### config.mk
export PLATFORM = sky130hd
export DESIGN_NAME = fpu_exp_align_pipe
export DESIGN_NICKNAME = d
export VERILOG_FILES = /design/src/rtl/fpu_exp_align_pipe.sv
export SDC_FILE = /design/constraint.sdc
export NUM_CORES = 1
export LEC_CHECK = 0
export ABC_AREA = 1
export CAP_MARGIN = 20
export CORE_UTILIZATION = 55
export CTS_BUF_LIST = sky130_fd_sc_hd__clkbuf_16
export DETAILED_ROUTE_END_ITERATION = 12
export PLACE_DENSITY = 0.82
export SLEW_MARGIN = 10
export SYNTH_ARGS = -nofsm -noshare
export SYNTH_HDL_FRONTEND = slang
export SYNTH_SLANG_ARGS = --single-unit
### constraint.sdc
create_clock -name clk -period 6.05 [get_ports clk]
set_input_delay 0.9075 -clock clk [delete_from_list [all_inputs] [get_ports clk]]
set_output_delay 0.9075 -clock clk [all_outputs]
set_load 0.03 [all_outputs]
### src/rtl/fpu_exp_align_pipe.sv
//============================================================================
// Module      : fpu_exp_align_pipe
// Description : Two-stage exponent compare / mantissa align pipeline for the
//               FPU add/sub path, valid/ready on both sides, full throughput.
// Revision    : 1.0 - initial release
//============================================================================
`default_nettype none

module fpu_exp_align_pipe #(
    parameter int EXP_W = 8,
    parameter int MAN_W = 24
) (
    input  logic               clk,
    input  logic               rst,
    input  logic               in_valid,
    output logic               in_ready,
    input  logic               a_sign,
    input  logic [EXP_W-1:0]   a_exp,
    input  logic [MAN_W-1:0]   a_man,
    input  logic               b_sign,
    input  logic [EXP_W-1:0]   b_exp,
    input  logic [MAN_W-1:0]   b_man,
    output logic               out_valid,
    input  logic               out_ready,
    output logic [EXP_W-1:0]   out_exp,
    output logic [EXP_W-1:0]   out_diff,
    output logic               out_big_sign,
    output logic [MAN_W+2:0]   out_big_man,
    output logic               out_sml_sign,
    output logic [MAN_W+2:0]   out_sml_man,
    output logic               out_swap,
    output logic               out_eq
);

    localparam int c_ext_w = MAN_W + 3;
    localparam int c_sh_w  = $clog2(c_ext_w);

    // Handshake
    logic w_s2_adv;
    logic w_s1_adv;

    // Stage 1 compare
    logic [EXP_W:0]   w_exp_sub;
    logic             w_b_exp_gt;
    logic             w_exp_eq;
    logic             w_man_eq;
    logic             w_b_man_gt;
    logic             w_in_eq;
    logic             w_in_swap;
    logic [EXP_W-1:0] w_in_diff;

    // Stage 1 registers
    logic             s1_valid_d,    s1_valid_q;
    logic [EXP_W-1:0] s1_diff_d,     s1_diff_q;
    logic             s1_swap_d,     s1_swap_q;
    logic             s1_eq_d,       s1_eq_q;
    logic [EXP_W-1:0] s1_exp_d,      s1_exp_q;
    logic             s1_big_sign_d, s1_big_sign_q;
    logic [MAN_W-1:0] s1_big_man_d,  s1_big_man_q;
    logic             s1_sml_sign_d, s1_sml_sign_q;
    logic [MAN_W-1:0] s1_sml_man_d,  s1_sml_man_q;

    // Stage 2 align
    logic [c_ext_w-1:0] w_sml_ext;
    logic [c_sh_w-1:0]  w_sh_amt;
    logic               w_far;
    logic [c_ext_w-1:0] w_shifted;
    logic [c_ext_w-1:0] w_lost_mask;
    logic               w_sticky;
    logic [c_ext_w-1:0] w_sml_aligned;

    // Stage 2 registers
    logic               out_valid_d,    out_valid_q;
    logic [EXP_W-1:0]   out_exp_d,      out_exp_q;
    logic [EXP_W-1:0]   out_diff_d,     out_diff_q;
    logic               out_big_sign_d, out_big_sign_q;
    logic [c_ext_w-1:0] out_big_man_d,  out_big_man_q;
    logic               out_sml_sign_d, out_sml_sign_q;
    logic [c_ext_w-1:0] out_sml_man_d,  out_sml_man_q;
    logic               out_swap_d,     out_swap_q;
    logic               out_eq_d,       out_eq_q;

    // A stage advances when it is empty or its consumer is taking its content.
    assign w_s2_adv = !out_valid_q || out_ready;
    assign w_s1_adv = !s1_valid_q || w_s2_adv;
    assign in_ready = w_s1_adv;

    always_comb begin
        w_exp_sub  = {1'b0, a_exp} - {1'b0, b_exp};
        w_b_exp_gt = w_exp_sub[EXP_W];
        w_exp_eq   = (a_exp == b_exp);
        w_man_eq   = (a_man == b_man);
        w_b_man_gt = (b_man > a_man);
        w_in_eq    = w_exp_eq && w_man_eq;
        w_in_swap  = !w_in_eq && (w_b_exp_gt || (w_exp_eq && w_b_man_gt));
        w_in_diff  = w_b_exp_gt ? (b_exp - a_exp) : w_exp_sub[EXP_W-1:0];
    end

    always_comb begin
        s1_valid_d    = s1_valid_q;
        s1_diff_d     = s1_diff_q;
        s1_swap_d     = s1_swap_q;
        s1_eq_d       = s1_eq_q;
        s1_exp_d      = s1_exp_q;
        s1_big_sign_d = s1_big_sign_q;
        s1_big_man_d  = s1_big_man_q;
        s1_sml_sign_d = s1_sml_sign_q;
        s1_sml_man_d  = s1_sml_man_q;
        if (w_s1_adv) begin
            s1_valid_d = in_valid;
            if (in_valid) begin
                s1_diff_d = w_in_diff;
                s1_swap_d = w_in_swap;
                s1_eq_d   = w_in_eq;
                if (w_in_swap) begin
                    s1_exp_d      = b_exp;
                    s1_big_sign_d = b_sign;
                    s1_big_man_d  = b_man;
                    s1_sml_sign_d = a_sign;
                    s1_sml_man_d  = a_man;
                end else begin
                    s1_exp_d      = a_exp;
                    s1_big_sign_d = a_sign;
                    s1_big_man_d  = a_man;
                    s1_sml_sign_d = b_sign;
                    s1_sml_man_d  = b_man;
                end
            end
        end
    end

    // Shifts of the full width or more leave only the sticky bit.
    always_comb begin
        w_sml_ext     = {s1_sml_man_q, 3'b000};
        w_sh_amt      = s1_diff_q[c_sh_w-1:0];
        w_far         = (32'(s1_diff_q) >= 32'(c_ext_w));
        w_shifted     = w_sml_ext >> w_sh_amt;
        w_lost_mask   = ~({c_ext_w{1'b1}} << w_sh_amt);
        w_sticky      = w_far ? (|s1_sml_man_q) : (|(w_sml_ext & w_lost_mask));
        w_sml_aligned = w_far ? '0 : w_shifted;
        w_sml_aligned[0] = w_sml_aligned[0] | w_sticky;
    end

    always_comb begin
        out_valid_d    = out_valid_q;
        out_exp_d      = out_exp_q;
        out_diff_d     = out_diff_q;
        out_big_sign_d = out_big_sign_q;
        out_big_man_d  = out_big_man_q;
        out_sml_sign_d = out_sml_sign_q;
        out_sml_man_d  = out_sml_man_q;
        out_swap_d     = out_swap_q;
        out_eq_d       = out_eq_q;
        if (w_s2_adv) begin
            out_valid_d = s1_valid_q;
            if (s1_valid_q) begin
                out_exp_d      = s1_exp_q;
                out_diff_d     = s1_diff_q;
                out_big_sign_d = s1_big_sign_q;
                out_big_man_d  = {s1_big_man_q, 3'b000};
                out_sml_sign_d = s1_sml_sign_q;
                out_sml_man_d  = w_sml_aligned;
                out_swap_d     = s1_swap_q;
                out_eq_d       = s1_eq_q;
            end
        end
    end

    always_ff @(posedge clk or posedge rst) begin
        if (rst) begin
            s1_valid_q     <= 1'b0;
            s1_diff_q      <= '0;
            s1_swap_q      <= 1'b0;
            s1_eq_q        <= 1'b0;
            s1_exp_q       <= '0;
            s1_big_sign_q  <= 1'b0;
            s1_big_man_q   <= '0;
            s1_sml_sign_q  <= 1'b0;
            s1_sml_man_q   <= '0;
            out_valid_q    <= 1'b0;
            out_exp_q      <= '0;
            out_diff_q     <= '0;
            out_big_sign_q <= 1'b0;
            out_big_man_q  <= '0;
            out_sml_sign_q <= 1'b0;
            out_sml_man_q  <= '0;
            out_swap_q     <= 1'b0;
            out_eq_q       <= 1'b0;
        end else begin
            s1_valid_q     <= s1_valid_d;
            s1_diff_q      <= s1_diff_d;
            s1_swap_q      <= s1_swap_d;
            s1_eq_q        <= s1_eq_d;
            s1_exp_q       <= s1_exp_d;
            s1_big_sign_q  <= s1_big_sign_d;
            s1_big_man_q   <= s1_big_man_d;
            s1_sml_sign_q  <= s1_sml_sign_d;
            s1_sml_man_q   <= s1_sml_man_d;
            out_valid_q    <= out_valid_d;
            out_exp_q      <= out_exp_d;
            out_diff_q     <= out_diff_d;
            out_big_sign_q <= out_big_sign_d;
            out_big_man_q  <= out_big_man_d;
            out_sml_sign_q <= out_sml_sign_d;
            out_sml_man_q  <= out_sml_man_d;
            out_swap_q     <= out_swap_d;
            out_eq_q       <= out_eq_d;
        end
    end

    assign out_valid    = out_valid_q;
    assign out_exp      = out_exp_q;
    assign out_diff     = out_diff_q;
    assign out_big_sign = out_big_sign_q;
    assign out_big_man  = out_big_man_q;
    assign out_sml_sign = out_sml_sign_q;
    assign out_sml_man  = out_sml_man_q;
    assign out_swap     = out_swap_q;
    assign out_eq       = out_eq_q;

endmodule

`default_nettype wire

Yosys cells after proc, flatten, opt, wreduce, memory -nomap -nowiden:

Index checks and enable logic that the tools add are counted.

* register bits: 141
* latch bits: 0
* input bits: 70
* logic and storage cells: 50
* memories kept: 0
* bits in writable memories: 0
* memory bits (read-only): 0

* reductions and logical operators: 13
* bitwise gates (word level): 3
* shift operators: 2
* div/mod/pow operators: 0
* $lt $le $gt $ge: 2
* multipliers: 0
* muxes and demuxes: 8
* add/sub/neg operators: 2
* equality and inequality tests: 2

Operators by type and width (count)
* two-way mux 24 bit: 2
* bitwise AND 27 bit: 1
* two-way mux 27 bit: 1
* inverter 27 bit: 1
* OR reduction 27 bit: 1
* << shifter 27 x 5 -> 27 bit, first input constant: 1
* >> shifter 27 x 5 -> 27 bit: 1
* == test 24 bit: 1
* greater-than comparator 24 bit: 1
* OR reduction 24 bit: 1
* two-way mux 8 bit: 2
* subtractor 8 x 8 -> 9 bit: 1
* == test 8 bit: 1
* >= comparator 8 x 5 -> 1 bit, second input constant: 1
* subtractor 8 bit: 1
* AND reduction 2 bit: 2
* logical AND 1 bit: 3
* zero test 1 bit: 3
* logical OR 1 bit: 3
* two-way mux 1 bit: 3
* bitwise OR 1 bit: 1

Longest topological paths before layout:

Gate-level depths: netlist of the first run.

* depth after elaboration: 6
* mapped depth: 19

Worst setup path after synthesis of the first run:

OpenSTA, ideal clock, no wires.

* kind: input to register
* start: in a_exp[0]
* end: reg s1_sml_man_q[0]
* required time: 5932 ps
* stages on the path: 13
* arrival time: 2604 ps
* buffers on the path: 2
* library setup time: 118 ps
* path slack: 3328 ps
* cell sequence: inv_1 ha_1 fa_1 o21ai_2 inv_2 o21ai_4 nand2_4 nand2_2 buf_6 buf_6 nand2_1 nand3_1 nand2_1

* longest elaborated chain between the ends: 5
* elaborated cells on any way between the ends: 8
* those cells by class: 1 x add/sub; 1 x eq/ne; 1 x mux; 5 x reduce/logical

Ends and longest elaborated chain
* start: declaration: line 18 `input logic [EXP_W-1:0] a_exp,`
* parallel branches: the longest is 3 deep, another holds subtractor 8 x 8 -> 9 bit
* logical AND 1 bit (*): line 95 `w_in_swap = !w_in_eq && (w_b_exp_gt || (w_exp_eq && w_b_man_gt));`
* two-way mux 24 bit (*): line 115 `if (w_in_swap) begin`
* end signal: assignment: line 198 `s1_sml_man_q <= s1_sml_man_d;`
* end: declaration: line 61 `logic [MAN_W-1:0] s1_sml_man_d, s1_sml_man_q;`

Mark *: on every way between the ends.
A chain may end at the register's enable or synchronous reset.

Worst setup path in the final report of the first run:

* start: in a_exp[0]
* end: reg s1_sml_man_q[4]

Same word-level chain as after synthesis.

==> results of run 1 <==
-- power by group --
group          switching [µW]  total, µW  internal (µW)  leakage [µW]
Clock                     439       1010            572      0.000276
Sequential                203       1370           1170       0.00176
Combinational            1000       1570            567       0.00353
Total                    1640       3950           2300       0.00557
-- cell type report --
cell class | instances | area [µm²]
fill | 1384 | 4950
multi-input combinational | 948 | 4590
sequential | 141 | 3530
timing repair buffer | 150 | 1490
inverter | 114 | 433
clock buffer | 17 | 425
tap | 216 | 270
clock inverter | 15 | 139
-- worst max-delay path by stage --
stage              from                     endpoint
6_report       a_exp[0]  s1_sml_man_q[4]$_DFFE_PP0P_
5_1_grt        a_exp[0]  s1_sml_man_q[4]$_DFFE_PP0P_
3_5_place_dp   a_exp[0]  s1_sml_man_q[3]$_DFFE_PP0P_
4_1_cts        a_exp[0]  s1_sml_man_q[4]$_DFFE_PP0P_
3_3_place_gp   a_exp[0]  s1_sml_man_q[3]$_DFFE_PP0P_
2_1_floorplan       rst  out_big_man[10]$_DFFE_PP0P_
-- sequential cells by signal, summed over array words and instances (netlist names) --
register,flops
out_big_man,24
out_big_sign,1
out_diff,8
out_eq,1
out_exp,8
out_sml_man,27
out_sml_sign,1
out_swap,1
out_valid,1
s1_big_man_q,24
s1_big_sign_q,1
s1_diff_q,8
s1_eq_q,1
s1_exp_q,8
s1_sml_man_q,24
s1_sml_sign_q,1
s1_swap_q,1
s1_valid_q,1
-- placed cells by master, fill, tap and decap left out, types with 4 or more instances in the layout --
cell type / count
nand2_1: 517
nand3_1: 148
clkdlybuf4s50_1: 142
dfrtp_1: 141
inv_1: 105
o21ai_0: 90
ha_1: 39
nor2_1: 37
a21oi_1: 30
clkbuf_16: 17
xor2_1: 9
nand4_1: 7
a31oi_1: 7
buf_4: 7
nand2_2: 6
o221ai_1: 6
inv_6: 6
mux2i_1: 6
inv_2: 5
clkinv_1: 5
o211ai_1: 4
or2_2: 4
nor3_1: 4
nor4_1: 4
-- critical path: cells and delay by family --
family                     cells  cell delay (ns)
buffers and inverters          4             0.89
AOI/OAI and AO/OA              2             0.45
adders and majority gates      2             0.68
and+or+nand+nor                5             1.09
-- per-layer routing --
metal | vias up | wire length, µm | global-route usage, % | part of all wire, %
li1 | 4271 | - | - | -
met1 | 4026 | 11400 | 44.6 | 45
met2 | 374 | 11500 | 48.3 | 46
met3 | 51 | 1610 | 3.88 | 6.4
met4 | 0 | 619 | 11.8 | 2.5
met5 | - | 0 | 0 | 0
-- metrics by stage --
stage / hold slack, ns / cells
floorplan: 0.442 / 1276
global placement: 0.452 / 1568
detailed placement: 0.459 / 1568
CTS: 0.474 / 1600
global route: 0.485 / 1601
finish: 0.468 / 1601
-- cells by family after synthesis --
family	after synthesis	synth area share, %
compound gates	151	9.36
xor+xnor	10	0.983
fa+ha+maj	41	5.93
buf+inv	187	9.02
flops	141	39.6
mux	6	0.674
other cells	1	0.0421
simple gates	737	34.4
==> impl_metrics.env, run 1 <==
export IMPL_status="completed"
export IMPL_async_flop_share_pct=100
export IMPL_crit_chain="clkdlybuf4s50_1 > inv_1 > ha_1 > fa_1 > o21ai_2 > inv_2 > o21ai_4 > nand2_4 > nand2_2 > buf_12 > nand2_1 > nand3_1 > nand2_1"
export IMPL_dp_slack_ns=1.58
export IMPL_crit_slowest_cell="clkdlybuf4s50_1"
export IMPL_synth_most_common_cell="nand2_1"
export IMPL_finalMaxSlewViolations=0
export IMPL_drt_iter0_drc=927
export IMPL_synth_top_area_share_pct=39.6
export IMPL_rows=46
export IMPL_final_util_pct=68.7
export IMPL_wire_per_inst_um=15.7
export IMPL_cap_violations=0
export IMPL_rrSetupSlack_ns=2.61
export IMPL_post_dp_hpwl_mm=17.5
export IMPL_grt_pass1_wl_mm=40.7
export IMPL_min_from="s1_big_man_q[18]$_DFFE_PP0P_"
export IMPL_avgSynthCellArea_um2=6.99
export IMPL_hold_viol_final=0
export IMPL_stdcell_area_um2=10900
export IMPL_cts_tree="yes"
export IMPL_antenna_left=0
export IMPL_cp_slowest_stage_delay_ns=0.49
export IMPL_numCtsBuffers=17
export IMPL_num_vias=8722
export IMPL_synth_ff_type="dfrtp_1"
export IMPL_relSlewSlack_pct=37.7
export IMPL_synth_cells=1274
export IMPL_skew_ns=0.0101
export IMPL_grt_start_max_net_pins=91
export IMPL_ys_seq_elements=141
export IMPL_area_delta_synth_final_pct=22.1
export IMPL_path_common_cell="nand2_1"
export IMPL_drt_wl_total_mm=25.1
export IMPL_r2r_cells=11
export IMPL_drc_errors=0
export IMPL_overflow=0
export IMPL_cts_setup_buffers=0
export IMPL_synth_edf_count=0
export IMPL_diodes=0
export IMPL_fp_dieH_um=129
export IMPL_die_w_um=129
export IMPL_reg2reg_to="out_sml_man[4]$_DFFE_PP0P_"
export IMPL_finalPower_uw=3950
export IMPL_setup_viol=0
export IMPL_ctsHoldBuffers=0
export IMPL_antenna_found_initial=0
export IMPL_start_util_pct=56.3
export IMPL_hp_class="reg -> reg"
export IMPL_layout_nets=1483
export IMPL_port_buffers=142
export IMPL_synth_cell_types=44
export IMPL_reg2reg_from="s1_diff_q[2]$_DFFE_PP0P_"
export IMPL_h_tree_depth=4
export IMPL_endpoint_kind="flop"
export IMPL_holdPathEnd="out_big_man[21]$_DFFE_PP0P_"
export IMPL_place_gp_congestion=0.944
export IMPL_drt_first_pass_iters=6
export IMPL_synth_cells_most_frequent="nand2_1, nand3_1, dfrtp_1"
export IMPL_dieArea_um2=16700
export IMPL_viasPerCell=5.45
export IMPL_ios=146
export IMPL_yosysWarnings=0
export IMPL_core_area_um2=15800
export IMPL_grt_use_total_pct=31.1
export IMPL_p_per_area_nw_per_um2=363
export IMPL_detailed_place_area_um2=10300
export IMPL_clock_sinks=141
export IMPL_fin_tns_setup_ns=0
export IMPL_tightest_slew_ns=0.934
export IMPL_setup_ws_ns=2.34
export IMPL_grt_pass1_vias=7988
export IMPL_worst_path_max_fanout=59
export IMPL_p_leak_uw=0.00557
export IMPL_root_buffer="clkbuf_16"
export IMPL_period_needed_ns=3.71
export IMPL_yosysSeqAreaShare_pct=39.6
export IMPL_critical_path_class="in -> reg"
export IMPL_clkSlewWorstSetupHoldPaths_ns=0.06
export IMPL_cts_buffer_depth=2
export IMPL_peakVddDrop_uv=223
export IMPL_final_period_utilization_pct=61.4
export IMPL_rsz0062_at_grt="false"
export IMPL_drive_above_1_share_pct=4.62
export IMPL_fmax_ghz=0.269
export IMPL_clk_latency_ns=0.43
export IMPL_netlist_area_um2=8910
export IMPL_post_cts_resized=0
export IMPL_synth_top_cell_by_area="dfrtp_1"
export IMPL_synth_area_leaders="dfrtp_1, nand2_1, nand3_1"
export IMPL_hold_depth=2
export IMPL_cp_arrival_ns=4.04
export IMPL_worstPathRequired_ns=6.37
export IMPL_startpoint_type="input pin"
(Power assumes the default switching activity.)
==> run 2: changes to the inputs <==
--- a/config.mk
+++ b/config.mk
@@ -7,10 +7,10 @@
 export LEC_CHECK = 0
 export ABC_AREA = 1
 export CAP_MARGIN = 20
-export CORE_UTILIZATION = 55
+export CORE_UTILIZATION = 49
 export CTS_BUF_LIST = sky130_fd_sc_hd__clkbuf_16
 export DETAILED_ROUTE_END_ITERATION = 12
-export PLACE_DENSITY = 0.82
+export PLACE_DENSITY = 0.77
 export SLEW_MARGIN = 10
 export SYNTH_ARGS = -nofsm -noshare
 export SYNTH_HDL_FRONTEND = slang
==> constraint.sdc (replaced) <==
create_clock -name clk -period 3.25 [get_ports clk]
set_input_delay 0.4875 -clock clk [delete_from_list [all_inputs] [get_ports clk]]
set_output_delay 0.4875 -clock clk [all_outputs]
set_load 0.03 [all_outputs]
==> run 2 against run 1 <==
  * Via count down 1.0%
  * Utilization down 5.6 points
  * Critical endpoint is now s1_sml_man_q[2]$_DFFE_PP0P_
  * Final cell count up 1.6%
  * Largest cell class unchanged
  * Register-to-register slack got worse by 1.8 ns
==> impl_metrics.env, run 2 (synthesized netlist as in run 1, its figures left out) <==
export IMPL_setup_viol=0
export IMPL_num_vias=8634
export IMPL_fmax_ghz=0.394
export IMPL_hp_class="reg -> reg"
export IMPL_cp_slowest_stage_delay_ns=0.49
export IMPL_h_tree_depth=4
export IMPL_fin_hold_ws_ns=0.477
export IMPL_final_period_utilization_pct=78.1
export IMPL_worstPathRequired_ns=3.56
export IMPL_area_delta_synth_final_pct=24.2
export IMPL_root_buffer="clkbuf_16"
export IMPL_status="completed"
export IMPL_startpoint_type="input pin"
export IMPL_hold_viol_final=0
export IMPL_fillers=1607
export IMPL_final_util_pct=63.1
export IMPL_multi_input_area_um2=4590
export IMPL_path_delay_family="buffers and inverters"
export IMPL_p_per_area_nw_per_um2=678
export IMPL_drt_first_pass_iters=5
export IMPL_rsz0062_at_grt="false"
export IMPL_drc_errors=0
export IMPL_cp_arrival_ns=2.85
export IMPL_peakVddDrop_uv=586
export IMPL_cp_num_buf_inv=3
export IMPL_grt_start_max_net_pins=111
export IMPL_min_from="out_big_man[20]$_DFFE_PP0P_"
export IMPL_core_area_um2=17500
export IMPL_dieArea_um2=18700
export IMPL_antenna_found_initial=0
export IMPL_holdPathEnd="out_big_man[20]$_DFFE_PP0P_"
export IMPL_ios=146
export IMPL_viasPerCell=5.31
export IMPL_path_common_cell="nand3_1"
export IMPL_die_w_um=137
export IMPL_relSlewSlack_pct=44.3
export IMPL_diodes=0
export IMPL_clk_latency_ns=0.43
export IMPL_drt_iter0_drc=699
export IMPL_numCtsBuffers=17
export IMPL_fin_tns_setup_ns=0
export IMPL_mostFrequentLayoutCell="nand2_1"
export IMPL_critical_path_class="in -> reg"
export IMPL_cts_setup_buffers=0
export IMPL_endpoint_kind="flop"
export IMPL_antenna_left=0
export IMPL_cts_buffer_depth=2
export IMPL_regArea_um2=3530
export IMPL_fp_dieH_um=137
export IMPL_post_cts_resized=0
export IMPL_crit_chain="clkdlybuf4s50_1 > inv_1 > ha_1 > a21oi_1 > o21ai_0 > nor2_2 > o21ai_4 > nand2_4 > buf_4 > nand3_1 > nand3_1 > nand2_1"
export IMPL_grt_pass1_wl_mm=41.4
export IMPL_rows=48
export IMPL_wire_per_inst_um=15.7
export IMPL_largest_reg_flops=27
export IMPL_final_cell_mix="nand2_1, nand3_1, clkdlybuf4s50_1"
export IMPL_drive_above_1_share_pct=5.78
export IMPL_p_leak_uw=0.00567
export IMPL_overflow=0
export IMPL_tightest_slew_ns=0.835
export IMPL_cap_violations=0
export IMPL_ctsHoldBuffers=0
export IMPL_cts_tree="yes"
export IMPL_drt_wl_total_mm=25.5
export IMPL_finalMaxSlewViolations=0
export IMPL_skew_ns=0.0107
export IMPL_layout_nets=1500
export IMPL_grt_pass1_vias=8089
export IMPL_clock_sinks=141
export IMPL_grt_use_total_pct=28.6
export IMPL_clkSlewWorstSetupHoldPaths_ns=0.06
export IMPL_start_util_pct=50.8
export IMPL_reg2reg_to="out_sml_man[0]$_DFFE_PP0P_"
export IMPL_worst_path_max_fanout=34
export IMPL_crit_slowest_cell="clkdlybuf4s50_1"
export IMPL_reg2reg_from="s1_diff_q[1]$_DFFE_PP0P_"
export IMPL_r2r_cells=11
export IMPL_period_needed_ns=2.54
export IMPL_hold_depth=2
export IMPL_port_buffers=142
export IMPL_post_dp_hpwl_mm=18.2
export IMPL_place_gp_congestion=0.942
export IMPL_rrSetupSlack_ns=0.86
==> run 2: through the flow <==
step                      total power, µW  cell area, µm²  instances  setup slack, ns
after global placement               5490           10500       1595            0.310
final                                7500           11100       1627            0.710
after global routing                 7920           11100       1627            0.439
after detailed placement             5520           10500       1595            0.298
after floorplan                      4390            8920       1276            0.948
after CTS                            7510           11100       1627            0.743
==> run 2: worst max-delay path by stage <==
| stage | to | from | cells past startpoint |
|---|---|---|---|
| 6_report | s1_sml_man_q[2]$_DFFE_PP0P_ | a_exp[5] | 12 |
| 5_1_grt | s1_sml_man_q[2]$_DFFE_PP0P_ | a_man[23] | 15 |
| 4_1_cts | s1_sml_man_q[2]$_DFFE_PP0P_ | a_exp[5] | 12 |
| 3_5_place_dp | s1_sml_man_q[2]$_DFFE_PP0P_ | a_exp[5] | 12 |
| 3_3_place_gp | s1_sml_man_q[23]$_DFFE_PP0P_ | a_exp[5] | 13 |
| 2_1_floorplan | s1_sml_man_q[0]$_DFFE_PP0P_ | a_exp[0] | 13 |
==> run 2: layout make-up <==
cell class,instances,share of cell area (%)
Multi-Input combinational cell,948,41.5
Sequential cell,141,31.9
Timing Repair Buffer,167,14.9
Inverter,114,3.90
Clock buffer,17,3.85
Tap cell,225,2.54
Clock inverter,15,1.46
==> run 2: worst min-delay path: stages, from the launching register on <==
cell and delay, ns:
dfrtp_1 0.34, nand2_1 0.05, nand2_1 0.05
==> run 2: metal layers <==
| metal | part of all wire (%) | global-route usage, % | vias up | routed length, µm |
|---|---|---|---|---|
| met5 | 0 | 0 | - | 0 |
| met4 | 2.1 | 9.28 | 0 | 544 |
| met3 | 6.4 | 6.30 | 41 | 1620 |
| met2 | 45 | 44.3 | 294 | 11500 |
| met1 | 46 | 39.8 | 4001 | 11800 |
| li1 | - | - | 4298 | - |
==> run 2: power breakdown <==
part / switching (µW) / internal, µW / leakage, µW
Sequential: 344 / 2170 / 0.00176
Combinational: 1910 / 1100 / 0.00361
Clock: 830 / 1140 / 0.000294
Total: 3090 / 4420 / 0.00567
==> run 3: changes to the inputs <==
==> constraint.sdc (replaced) <==
create_clock -name clk -period 2.3 [get_ports clk]
set_input_delay 0.345 -clock clk [delete_from_list [all_inputs] [get_ports clk]]
set_output_delay 0.345 -clock clk [all_outputs]
set_load 0.03 [all_outputs]
==> run 3 against run 2 <==
  * Sequential share of layout area down 2.9 points
  * Largest power group unchanged
  * Final cell count increased by 5.7%
  * Utilization rose by 6.3 points
  * The run now ends with setup timing left
  * Sequential power rose by 40%
  * Clock skew about the same
  * First-iteration DRC count grew 55%
  * Highest routed layer unchanged
==> impl_metrics.env, run 3 (synthesized netlist as in run 1, its figures left out) <==
export IMPL_drc_errors=0
export IMPL_grt_use_total_pct=30.5
export IMPL_grt_pass1_vias=8276
export IMPL_detailed_place_area_um2=11200
export IMPL_clkSlewWorstSetupHoldPaths_ns=0.06
export IMPL_area_delta_synth_final_pct=36.7
export IMPL_grt_pass1_wl_mm=43.8
export IMPL_reg2reg_to="out_sml_man[2]$_DFFE_PP0P_"
export IMPL_antenna_found_initial=0
export IMPL_endpoint_kind="flop"
export IMPL_final_period_utilization_pct=100
export IMPL_layout_nets=1592
export IMPL_drt_iter0_drc=1085
export IMPL_root_buffer="clkbuf_16"
export IMPL_drt_wl_total_mm=28.7
export IMPL_finalMaxSlewViolations=0
export IMPL_finalPower_uw=11400
export IMPL_final_cell_mix="nand2_1, nand3_1, dfrtp_1"
export IMPL_clock_sinks=141
export IMPL_cp_arrival_ns=2.62
export IMPL_reg2reg_from="s1_diff_q[1]$_DFFE_PP0P_"
export IMPL_cts_buffer_depth=2
export IMPL_die_w_um=137
export IMPL_hold_viol_final=0
export IMPL_cts_tree="yes"
export IMPL_core_area_um2=17500
export IMPL_fin_tns_setup_ns=-0.00528
export IMPL_p_per_area_nw_per_um2=933
export IMPL_violations="setup timing"
export IMPL_num_vias=9248
export IMPL_cap_violations=0
export IMPL_r2r_cells=12
export IMPL_drive_above_1_share_pct=13.0
export IMPL_tightest_slew_ns=0.545
export IMPL_fp_dieH_um=137
export IMPL_p_leak_uw=0.00628
export IMPL_fillers=1442
export IMPL_crit_chain="clkdlybuf4s50_1 > ha_1 > nand2_1 > nor2_2 > nand4_1 > nor3_4 > nand4_4 > nand2_8 > clkbuf_16 > nand2_1 > nand3_1 > nand2_1"
export IMPL_setup_viol=1
export IMPL_skew_ns=0.0107
export IMPL_hp_class="in -> async"
export IMPL_crit_slowest_cell="clkdlybuf4s50_1"
export IMPL_mostFrequentLayoutCell="nand2_1"
export IMPL_antenna_left=0
export IMPL_place_gp_congestion=0.979
export IMPL_wire_per_inst_um=16.7
export IMPL_fmax_ghz=0.434
export IMPL_dieArea_um2=18700
export IMPL_clk_latency_ns=0.43
export IMPL_startpoint_type="input pin"
export IMPL_drt_first_pass_iters=6
export IMPL_viasPerCell=5.38
export IMPL_grt_start_max_net_pins=82
export IMPL_path_delay_family="simple AND/OR/NAND/NOR gates"
export IMPL_status="complete, but fails checks"
export IMPL_post_dp_hpwl_mm=19.6
export IMPL_relSlewSlack_pct=63.3
export IMPL_cp_num_buf_inv=2
export IMPL_setup_ws_ns=-0.00528
export IMPL_start_util_pct=50.8
export IMPL_stdcell_area_um2=12200
export IMPL_critical_path_class="in -> reg"
export IMPL_worst_path_max_fanout=9
export IMPL_cp_slowest_stage_delay_ns=0.46
export IMPL_diodes=0
export IMPL_rows=48
export IMPL_h_tree_depth=4
export IMPL_overflow=0
export IMPL_port_buffers=142
export IMPL_largest_reg_flops=27
export IMPL_rrSetupSlack_ns=0.15
export IMPL_ios=146
export IMPL_period_needed_ns=2.31
export IMPL_numCtsBuffers=17
export IMPL_peakVddDrop_uv=675
export IMPL_path_common_cell="nand2_1"
export IMPL_worstPathRequired_ns=2.61
==> run 3: area by class of cell <==
class | count | area (µm²) | area share, %
multi-input combinational | 948 | 4730 | 38.8
sequential | 141 | 3530 | 29.0
timing repair buffer | 259 | 2550 | 20.9
inverter | 114 | 432 | 3.55
clock buffer | 17 | 425 | 3.49
tap | 225 | 282 | 2.31
clock inverter | 15 | 234 | 1.92
==> run 3: per-stage QoR <==
| stage | hold WS [ns] | setup slack [ns] | instances | util (%) |
|---|---|---|---|---|
| after detailed placement | 0.460 | -0.492 | 1679 | 63.8 |
| after floorplan | 0.442 | 0.140 | 1276 | - |
| after global routing | 0.248 | -0.0693 | 1719 | 69.4 |
| after global placement | 0.463 | -0.396 | 1679 | 63.8 |
| final | 0.231 | -0.00528 | 1719 | 69.4 |
| after CTS | 0.230 | -0.0153 | 1712 | 67.7 |
==> run 3: metal layers <==
metal	routed length [µm]	GRT usage, %	share of wire, %	vias to the layer above
met5	0	0	0	-
met4	800	12.0	2.8	0
met3	2140	4.44	7.5	62
met2	13200	47.4	46	468
met1	12500	42.6	44	4233
li1	-	-	-	4485
==> run 3: how the worst max path moves through the flow <==
stage                                         to  cells past startpoint  slack [ns]       from
floorplan            s1_sml_man_q[0]$_DFFE_PP0P_                     13        0.14   a_exp[0]
global placement    s1_sml_man_q[17]$_DFFE_PP0P_                     15       -0.40  a_man[23]
detailed placement  s1_big_man_q[16]$_DFFE_PP0P_                     15       -0.49  a_man[23]
CTS                  s1_sml_man_q[2]$_DFFE_PP0P_                     15       -0.02  a_man[23]
global route        s1_sml_man_q[22]$_DFFE_PP0P_                     16       -0.07  a_man[19]
finish                   s1_exp_q[7]$_DFFE_PP0P_                     12      -0.005   b_man[5]
==> run 3: report_power, final <==
group / leakage (µW) / internal (µW) / switching [µW]
clock: 0.000317 / 1950 / 1180
sequential: 0.00176 / 3070 / 442
combinational: 0.00420 / 1820 / 2900
total: 0.00628 / 6840 / 4530
==> run 3: what timing repair did <==
| item | CTS | global route |
|---|---|---|
| buffers inserted | 0 | 0 |
| setup endpoints to repair | 18 | 62 |
| resized for setup | 1 | 33 |
| hold endpoints to repair | 0 | 0 |
| cloned | 1 | 7 |
| pin swaps | 0 | 13 |
| hold buffers | 0 | 0 |
==> run 3: worst reg2reg max path, cell delays in order (launching register included) <==
cell and delay, ns:
dfrtp_1 0.38, buf_4 0.17, nand2_1 0.09, nand2_1 0.10
nand2_1 0.16, nor2_1 0.07, nor2_2 0.19, nand2_2 0.18
inv_1 0.19, o221ai_1 0.15, a21oi_1 0.27, nand2_1 0.09
nand2_1 0.06
